<file path="config.mk">
export PLATFORM = sky130hd
export DESIGN_NAME = fetch_line_prefetcher
export DESIGN_NICKNAME = d
export VERILOG_FILES = /design/src/rtl/fetch_pkg.sv /design/src/rtl/fetch_instr_queue.sv /design/src/rtl/fetch_line_prefetcher.sv
export SDC_FILE = /design/constraint.sdc
export NUM_CORES = 1
export LEC_CHECK = 0
export ABC_AREA = 1
export CAP_MARGIN = 20
export CORE_UTILIZATION = 59
export DETAILED_ROUTE_END_ITERATION = 10
export PLACE_DENSITY = 0.83
export SYNTH_ARGS = -nofsm -noshare
export SYNTH_HDL_FRONTEND = slang
export SYNTH_HIERARCHICAL = 1
export SYNTH_SLANG_ARGS = --single-unit
</file>
<file path="constraint.sdc">
create_clock -name clock -period 4.27 [get_ports clock]
set_input_delay 1.281 -clock clock [delete_from_list [all_inputs] [get_ports clock]]
set_output_delay 1.281 -clock clock [all_outputs]
set_load 0.01 [all_outputs]
</file>
<file path="src/rtl/fetch_pkg.sv">
// rtl/fetch_pkg.sv - shared state type, queue entry layout and line sizing helpers
package fetch_pkg;

    typedef enum logic [2:0] {
        S_BOOT  = 3'd0,
        S_REQ   = 3'd1,
        S_WAIT  = 3'd2,
        S_DRAIN = 3'd3,
        S_DROP  = 3'd4,
        S_HALT  = 3'd5
    } fetch_state_e;

    localparam int DEFAULT_PC_WIDTH    = 32;
    localparam int DEFAULT_INSTR_WIDTH = 32;

    // Queue entry layout at the default widths; the top packs {pc, instr} in the same order.
    typedef struct packed {
        logic [DEFAULT_PC_WIDTH-1:0]    pc;
        logic [DEFAULT_INSTR_WIDTH-1:0] instr;
    } fetch_queue_entry_t;

    function automatic int calc_instr_per_line(input int line_width, input int instr_width);
        return line_width / instr_width;
    endfunction

    function automatic int calc_word_off_width(input int line_width, input int instr_width);
        return $clog2(line_width / instr_width);
    endfunction

endpackage

</file>
<file path="src/rtl/fetch_instr_queue.sv">
// rtl/fetch_instr_queue.sv - power-of-two FIFO holding unpacked instructions for decode
module fetch_instr_queue #(
    parameter int DATA_WIDTH = 64,
    parameter int DEPTH      = 4
) (
    input  logic                     clock,
    input  logic                     reset,
    input  logic                     push,
    input  logic [DATA_WIDTH-1:0]    push_data,
    input  logic                     pop,
    input  logic                     flush,
    output logic [DATA_WIDTH-1:0]    head_data,
    output logic [$clog2(DEPTH):0]   count
);
    localparam int PTR_W = $clog2(DEPTH);

    logic [DATA_WIDTH-1:0] mem [DEPTH];
    logic [PTR_W-1:0]      rd_ptr;
    logic [PTR_W-1:0]      wr_ptr;
    logic                  do_push;
    logic                  do_pop;

    // a push into a full queue only lands when the head leaves in the same cycle
    assign do_pop  = pop && (count != '0);
    assign do_push = push && ((count < ($clog2(DEPTH)+1)'(DEPTH)) || do_pop);
    assign head_data = mem[rd_ptr];

    // pointer and occupancy tracking; flush wins over any same-cycle push or pop
    always_ff @(posedge clock or negedge reset) begin
        if (!reset) begin
            rd_ptr <= '0;
            wr_ptr <= '0;
            count  <= '0;
        end else if (flush) begin
            rd_ptr <= '0;
            wr_ptr <= '0;
            count  <= '0;
        end else begin
            if (do_push) wr_ptr <= wr_ptr + 1'b1;
            if (do_pop)  rd_ptr <= rd_ptr + 1'b1;
            case ({do_push, do_pop})
                2'b10:   count <= count + 1'b1;
                2'b01:   count <= count - 1'b1;
                default: count <= count;
            endcase
        end
    end

    // entry storage; cleared on reset so the head reads as zero out of reset
    always_ff @(posedge clock or negedge reset) begin
        if (!reset) begin
            for (int i = 0; i < DEPTH; i++) mem[i] <= '0;
        end else if (do_push && !flush) begin
            mem[wr_ptr] <= push_data;
        end
    end

endmodule

</file>
<file path="src/rtl/fetch_line_prefetcher.sv">
// rtl/fetch_line_prefetcher.sv - line-granular fetch FSM feeding a decoupled decode queue
module fetch_line_prefetcher
    import fetch_pkg::*;
#(
    parameter int PC_WIDTH    = 32,
    parameter int INSTR_WIDTH = 32,
    parameter int LINE_WIDTH  = 128,
    parameter int QUEUE_DEPTH = 4
) (
    input  logic                           clock,
    input  logic                           reset,
    input  logic [PC_WIDTH-1:0]            boot_addr,
    input  logic                           take_branch,
    input  logic [PC_WIDTH-1:0]            branch_pc,
    output logic                           decode_instr_valid,
    input  logic                           decode_instr_ready,
    output logic [INSTR_WIDTH-1:0]         decode_instr_data,
    output logic [PC_WIDTH-1:0]            decode_instr_pc,
    output logic                           icache_req_valid,
    input  logic                           icache_req_ready,
    output logic [PC_WIDTH-1:0]            icache_req_addr,
    input  logic                           icache_rsp_valid,
    input  logic [LINE_WIDTH-1:0]          icache_rsp_data,
    output logic                           xcpt_misaligned,
    output logic [PC_WIDTH-1:0]            xcpt_pc,
    output logic [$clog2(QUEUE_DEPTH):0]   queue_count
);
    localparam int INSTR_PER_LINE = calc_instr_per_line(LINE_WIDTH, INSTR_WIDTH);
    localparam int WORD_OFF_W     = calc_word_off_width(LINE_WIDTH, INSTR_WIDTH);
    localparam int LINE_OFF_W     = WORD_OFF_W + 2;
    localparam int COUNT_W        = $clog2(QUEUE_DEPTH) + 1;
    localparam logic [WORD_OFF_W-1:0] LAST_WORD = WORD_OFF_W'(INSTR_PER_LINE - 1);
    localparam logic [PC_WIDTH-1:0]   LINE_MASK = ~((PC_WIDTH'(1) << LINE_OFF_W) - PC_WIDTH'(1));

    fetch_state_e              state;
    logic [PC_WIDTH-1:0]       fetch_pc;
    logic [LINE_WIDTH-1:0]     line_buf;
    logic [WORD_OFF_W-1:0]     word_idx;
    logic [INSTR_WIDTH-1:0]    cur_word;
    logic [COUNT_W-1:0]        q_count;
    logic                      push;
    logic                      pop;
    logic                      flush;
    logic                      redirect;
    logic                      outstanding;

    assign redirect = take_branch && (state != S_BOOT);
    assign flush    = redirect;
    assign cur_word = line_buf[word_idx*INSTR_WIDTH +: INSTR_WIDTH];

    assign decode_instr_valid = (q_count != '0) && !take_branch;
    assign pop  = decode_instr_valid && decode_instr_ready;
    assign push = (state == S_DRAIN) && !take_branch &&
                  ((q_count < COUNT_W'(QUEUE_DEPTH)) || pop);

    // a response is still owed after this cycle: just accepted, or awaited and not arriving now
    assign outstanding = ((state == S_REQ) && icache_req_ready) ||
                         (((state == S_WAIT) || (state == S_DROP)) && !icache_rsp_valid);

    assign icache_req_valid = (state == S_REQ);
    assign icache_req_addr  = (state == S_REQ) ? (fetch_pc & LINE_MASK) : '0;
    assign xcpt_misaligned  = (state == S_HALT);
    assign xcpt_pc          = (state == S_HALT) ? fetch_pc : '0;
    assign queue_count      = q_count;

    // fetch sequencing: boot, line request, response capture, word-by-word drain, redirects
    always_ff @(posedge clock or negedge reset) begin
        if (!reset) begin
            state    <= S_BOOT;
            fetch_pc <= '0;
            line_buf <= '0;
            word_idx <= '0;
        end else if (redirect) begin
            fetch_pc <= branch_pc;
            if (branch_pc[1:0] != 2'b00) state <= S_HALT;
            else if (outstanding)        state <= S_DROP;
            else                         state <= S_REQ;
        end else begin
            case (state)
                S_BOOT: begin
                    fetch_pc <= boot_addr;
                    state    <= (boot_addr[1:0] != 2'b00) ? S_HALT : S_REQ;
                end
                S_REQ: begin
                    if (icache_req_ready) state <= S_WAIT;
                end
                S_WAIT: begin
                    if (icache_rsp_valid) begin
                        line_buf <= icache_rsp_data;
                        word_idx <= fetch_pc[LINE_OFF_W-1:2];
                        state    <= S_DRAIN;
                    end
                end
                S_DRAIN: begin
                    if (push) begin
                        fetch_pc <= fetch_pc + PC_WIDTH'(4);
                        word_idx <= word_idx + 1'b1;
                        if (word_idx == LAST_WORD) state <= S_REQ;
                    end
                end
                S_DROP: begin
                    if (icache_rsp_valid) state <= S_REQ;
                end
                S_HALT: begin
                    state <= S_HALT;
                end
                default: state <= S_BOOT;
            endcase
        end
    end

    fetch_instr_queue #(
        .DATA_WIDTH (PC_WIDTH + INSTR_WIDTH),
        .DEPTH      (QUEUE_DEPTH)
    ) u_queue (
        .clock     (clock),
        .reset     (reset),
        .push      (push),
        .push_data ({fetch_pc, cur_word}),
        .pop       (pop),
        .flush     (flush),
        .head_data ({decode_instr_pc, decode_instr_data}),
        .count     (q_count)
    );

endmodule

</file>
Word level (Yosys, flattened, before mapping)
Cells that the tools add are included.

Input port bits: 198. Register bits: 428. Output and inout bits: 134. Word-level logic and storage cells: 102.

Shifts and indexed selects: 1. Reduce and logical (&&, ||, !) cells: 32. Multiplexer cells: 30. Magnitude comparators: 4. Bitwise gates (word level): 3. Equality and inequality tests: 15. Add/subtract/negate cells: 6.

Operators with widths (number): $bwmux W256 (1); $mux W64 (3); $bmux W64 S2 (1); $demux W64 S2 (1); $mux W32 (4); $shiftx A128 B8 Y32 (1); $pmux W32 S2 (1); $add A32 B3 Y32 const B (1); $mux W3 (10); $pmux W3 S6 (1); $mux W2 (6); $reduce_bool A3 Y1 (4); $logic_and A1 B1 Y1 (11); $reduce_bool A2 Y1 (5); $ne A3 B1 Y1 const B (3); $add A2 B1 Y2 const B (3); $eq A3 B2 Y1 const B (2); $eq A3 B3 Y1 const B (2); $ge A3 B3 Y1 const B (2); $ne A3 B2 Y1 const B (2); $not A2 Y3 (2); $pmux W3 S2 (1); $reduce_and A5 Y1 (1); $eq A2 B2 Y1 const B (2); other kinds (16) (21).

Depth between registers and ports, before layout
Gate-level depths: netlist of the first run.

Depth in word-level cells: 9. Depth in mapped cells: 15.

By module
Netlist of the first run, hierarchy kept.

By module, submodules not included: fetch_instr_queue (area each 12251.8 um^2, cells each 1312, instances 1); fetch_line_prefetcher (area each 9447.8 um^2, cells each 1090, instances 1).

Worst setup path after synthesis of the first run
OpenSTA, ideal clock, no wires.

Path type: input to output. From: in take_branch. To: out decode_instr_valid. Slack: 1.488 ns. Cell stages on the path: 1. Data arrival time: 1.501 ns. Cells stage by stage: a21oi_1.

Word-level cells in the longest chain between the ends: 2.

Ends and longest elaborated chain: start: declaration (RTL line fetch_line_prefetcher.sv:13) `input logic take_branch,`; $logic_not A1 Y1 (RTL line fetch_line_prefetcher.sv:51) `assign decode_instr_valid = (q_count != '0) && !take_branch;`; $logic_and A1 B1 Y1 (RTL line fetch_line_prefetcher.sv:51); end: declaration (RTL line fetch_line_prefetcher.sv:15) `output logic decode_instr_valid,`.

Every way passes these cells.

Worst setup path in the final report of the first run
From: reg state[0]. To: out xcpt_pc[23].

Word-level cells in the longest chain between the ends: 2.

Ends and longest elaborated chain: start: declaration (RTL line fetch_line_prefetcher.sv:35) `fetch_state_e state;`; start signal: assignment (RTL line fetch_line_prefetcher.sv:82) `state <= (boot_addr[1:0] != 2'b00) ? S_HALT : S_REQ;`; $eq A3 B3 Y1 (RTL line fetch_line_prefetcher.sv:63) `assign xcpt_pc = (state == S_HALT) ? fetch_pc : '0;`; $mux W32 (RTL line fetch_line_prefetcher.sv:63); end: declaration (RTL line fetch_line_prefetcher.sv:25) `output logic [PC_WIDTH-1:0] xcpt_pc,`.

Every way passes these cells.

==> out/qor.yml, run 1 <==
status: "complete, no violations"
synth_flop_cell: "dfrtp_1"
synth_seq_cells: 428
grt_pass1_vias: 18000
yosys-top-cells-area: "dfrtp_1, nand2_1, mux2_4"
dp_hpwl_mm: 40.2
clockRootBuffer: "clkbuf_16"
hold_path.class: "reg -> reg"
clkTransAtPathRegs_ns: 0.06
cts_hold_buf: 0
yosysUniqueCellTypes: 40
synth_common_cells: "nand2_1, dfrtp_1, nor2_1, o21ai_0, o21ai_2"
crit_arrival_ns: 2.73
power_switching_uw: 5730
cts_tree: "built"
ant_nets: 0
grt_max_degree: 131
pwr-share-comb_pct: 38.9
end_kind: "primary output"
num_vias: 18300
crit_fanout: 33
die_width_um: 194
die-area_um2: 37600
synth.top_cell.area_share_pct: 49.4
grtUsageTotal_pct: 32.4
numCtsBuffers: 43
area.sequential_um2: 10700
skew_ns: 0.0161
clk_latency_ns: 0.55
yosysWarnings: 6
place.gp.congestion: 0.938
power_per_cell_area_nw_per_um2: 580
ir_drop_mv: 0.486
syn_inst: 2402
required_ns: 2.99
slew_headroom_pct: 32.0
drt-total-wl_mm: 60.8
start_util_pct: 60.4
overflow: 0
core_region_area_um2: 35900
fin_crit_sh_pct: 93.8
die_h_um: 194
drtIter0Drc: 1789
maxSlewViolCount: 0
fin_crit_ns: 4.01
synth-edff-count: 0
p_total_uw: 15300
yosysMostFrequentCell: "nand2_1"
fin_util_pct: 73.3
wl_per_cell_um: 19.4
hold_viol_final: 0
route.detailed.drc: 0
p_sw_share_pct: 37.5
multi_input_area_um2: 9330
power_frac_seq_pct: 36.4
power.internal_uw: 9540
cts_htree_levels: 2
critPathKind: "reg -> out"
finalNetCount: 2851
cts_resized: 0
p_clk_share_pct: 24.7
cts.sinks: 428
syn_area_um2: 21700
cts_buffer_depth: 3
finalSetupViolations: 0
yosys.area.top_type: "dfrtp_1"
row_count: 69
cts_setup_buffers: 0
power.leakage_uw: 0.0127
final_cell_count_no_fill: 3142
antenna_found_initial: 5
io_pins: 332
syn_avg_cell_area_um2: 9.03
vias_per_cell: 5.82
dp.cells: 3061
port_buffers: 327
fin_setup_tns_ns: 0
drive_above_1_share_pct: 14.5
rsz0062_at_grt: "false"
grt_pass1_wl_mm: 97.1
fillers: 2549
maxCapViolCount: 0
worstMarginPinSlew_ns: 1.02
async_reset_ff_share_pct: 100
clock.fmax_mhz: 250
crit_path_start_kind: "flip-flop"
area_growth_pct: 21.3
synth_seq_area_share_pct: 49.4
drtPass1Iterations: 6
==> critical path: stages, from the launching register on <==
cell and delay (ns):
dfrtp_1 0.47, inv_1 0.09, nor3_1 0.27, inv_1 0.49
nor2_1 0.27, clkdlybuf4s50_1 0.59
==> metal layers <==
| layer | share of wire [%] | track usage [%] | up-vias | wire length (um) |
|---|---|---|---|---|
| li1 | - | - | 8430 | - |
| met4 | 2.8 | 11.0 | 2 | 1700 |
| met1 | 43 | 46.6 | 8907 | 26000 |
| met5 | 0.021 | 0 | - | 13 |
| met3 | 8.0 | 4.87 | 117 | 4880 |
| met2 | 46 | 50.5 | 843 | 28300 |
==> power by group through the flow <==
stage / sequential, uW / combinational (uW) / clock (uW)
after floorplan: 5310 / 3480 / 0
after global placement: 5530 / 5650 / 0
after detailed placement: 5580 / 5800 / 0
after CTS: 5520 / 5870 / 3820
after global routing: 5630 / 6410 / 3980
final: 5550 / 5940 / 3780
==> area by class of cell <==
type,instances,share of cell area [%]
inverter,146,2.09
antenna,4,0.0380
tap,461,2.19
clock buffer,66,4.92
clock inverter,10,0.437
multi-input combinational,1671,35.5
timing repair buffer,356,14.1
sequential,428,40.7
==> cells by family after synthesis <==
family	count (synthesis)	synth area share (%)
simple gates	929	16.8
compound gates	600	17.1
flops	428	49.4
buf+inv	306	7.75
mux	128	8.37
fa+ha+maj	7	0.438
xor+xnor	3	0.121
other cells	1	0.0173
==> sequential cells by signal, indices dropped and copies added (netlist names) <==
register / cells
u_queue/rd_ptr: 2
fetch_pc: 32
u_queue/count: 3
word_idx: 2
u_queue/mem: 256
state: 3
u_queue/wr_ptr: 2
line_buf: 128
==> per-stage QoR <==
| step | setup WS, ns | instance area, um^2 | hold slack [ns] |
|---|---|---|---|
| finish | 0.263 | 26300 | 0.476 |
| floorplan | 1.49 | 21700 | 0.450 |
| detailed placement | 0.410 | 24900 | 0.463 |
| CTS | 0.277 | 26300 | 0.479 |
| global placement | 0.435 | 24900 | 0.459 |
| global route | 0.125 | 26300 | 0.492 |
==> cell usage in the layout, fill, tap and decap left out, types with 12 or more instances in the layout <==
cell type        netlist  final
nand2_1              503    503
dfrtp_1              428    425
nor2_1               353    353
clkdlybuf4s50_1        0    326
o21ai_0              223    223
o21ai_2              151    150
inv_1                139    136
o21ai_1              110    110
mux2_4               100    100
o22ai_1               99     99
nand3_1               51     51
clkbuf_16              0     45
mux2_2                19     19
buf_12                 0     16
clkbuf_1              63     12
buf_4                 10     12
==> path summary, 6_finish.rpt <==
path / start / to / slack, ns / cells past startpoint
worst max-delay path: state[0]$_DFFE_PN0P_ / xcpt_pc[23] / 0.26 / 5
worst min-delay path: u_queue/mem[69]$_DFFE_PN0P_ / u_queue/mem[69]$_DFFE_PN0P_ / 0.48 / 2
worst max register to register: u_queue/count[1]$_DFFE_PN0P_ / u_queue/mem[192]$_DFFE_PN0P_ / 1.72 / 11
worst min register to register: u_queue/mem[69]$_DFFE_PN0P_ / u_queue/mem[69]$_DFFE_PN0P_ / 0.48 / 2
max in group asynchronous: reset / u_queue/mem[44]$_DFFE_PN0P_ / 2.65 / 2
min in group asynchronous: reset / line_buf[119]$_DFFE_PN0P_ / 0.72 / 1
(Power assumes the default switching activity.)
==> run 2: changes to the inputs <==
Settings changed: CTS_CLUSTER_SIZE set to 28.
==> results of run 2 <==
No change in the layout: final DEF, timing and power equal those of run 1.
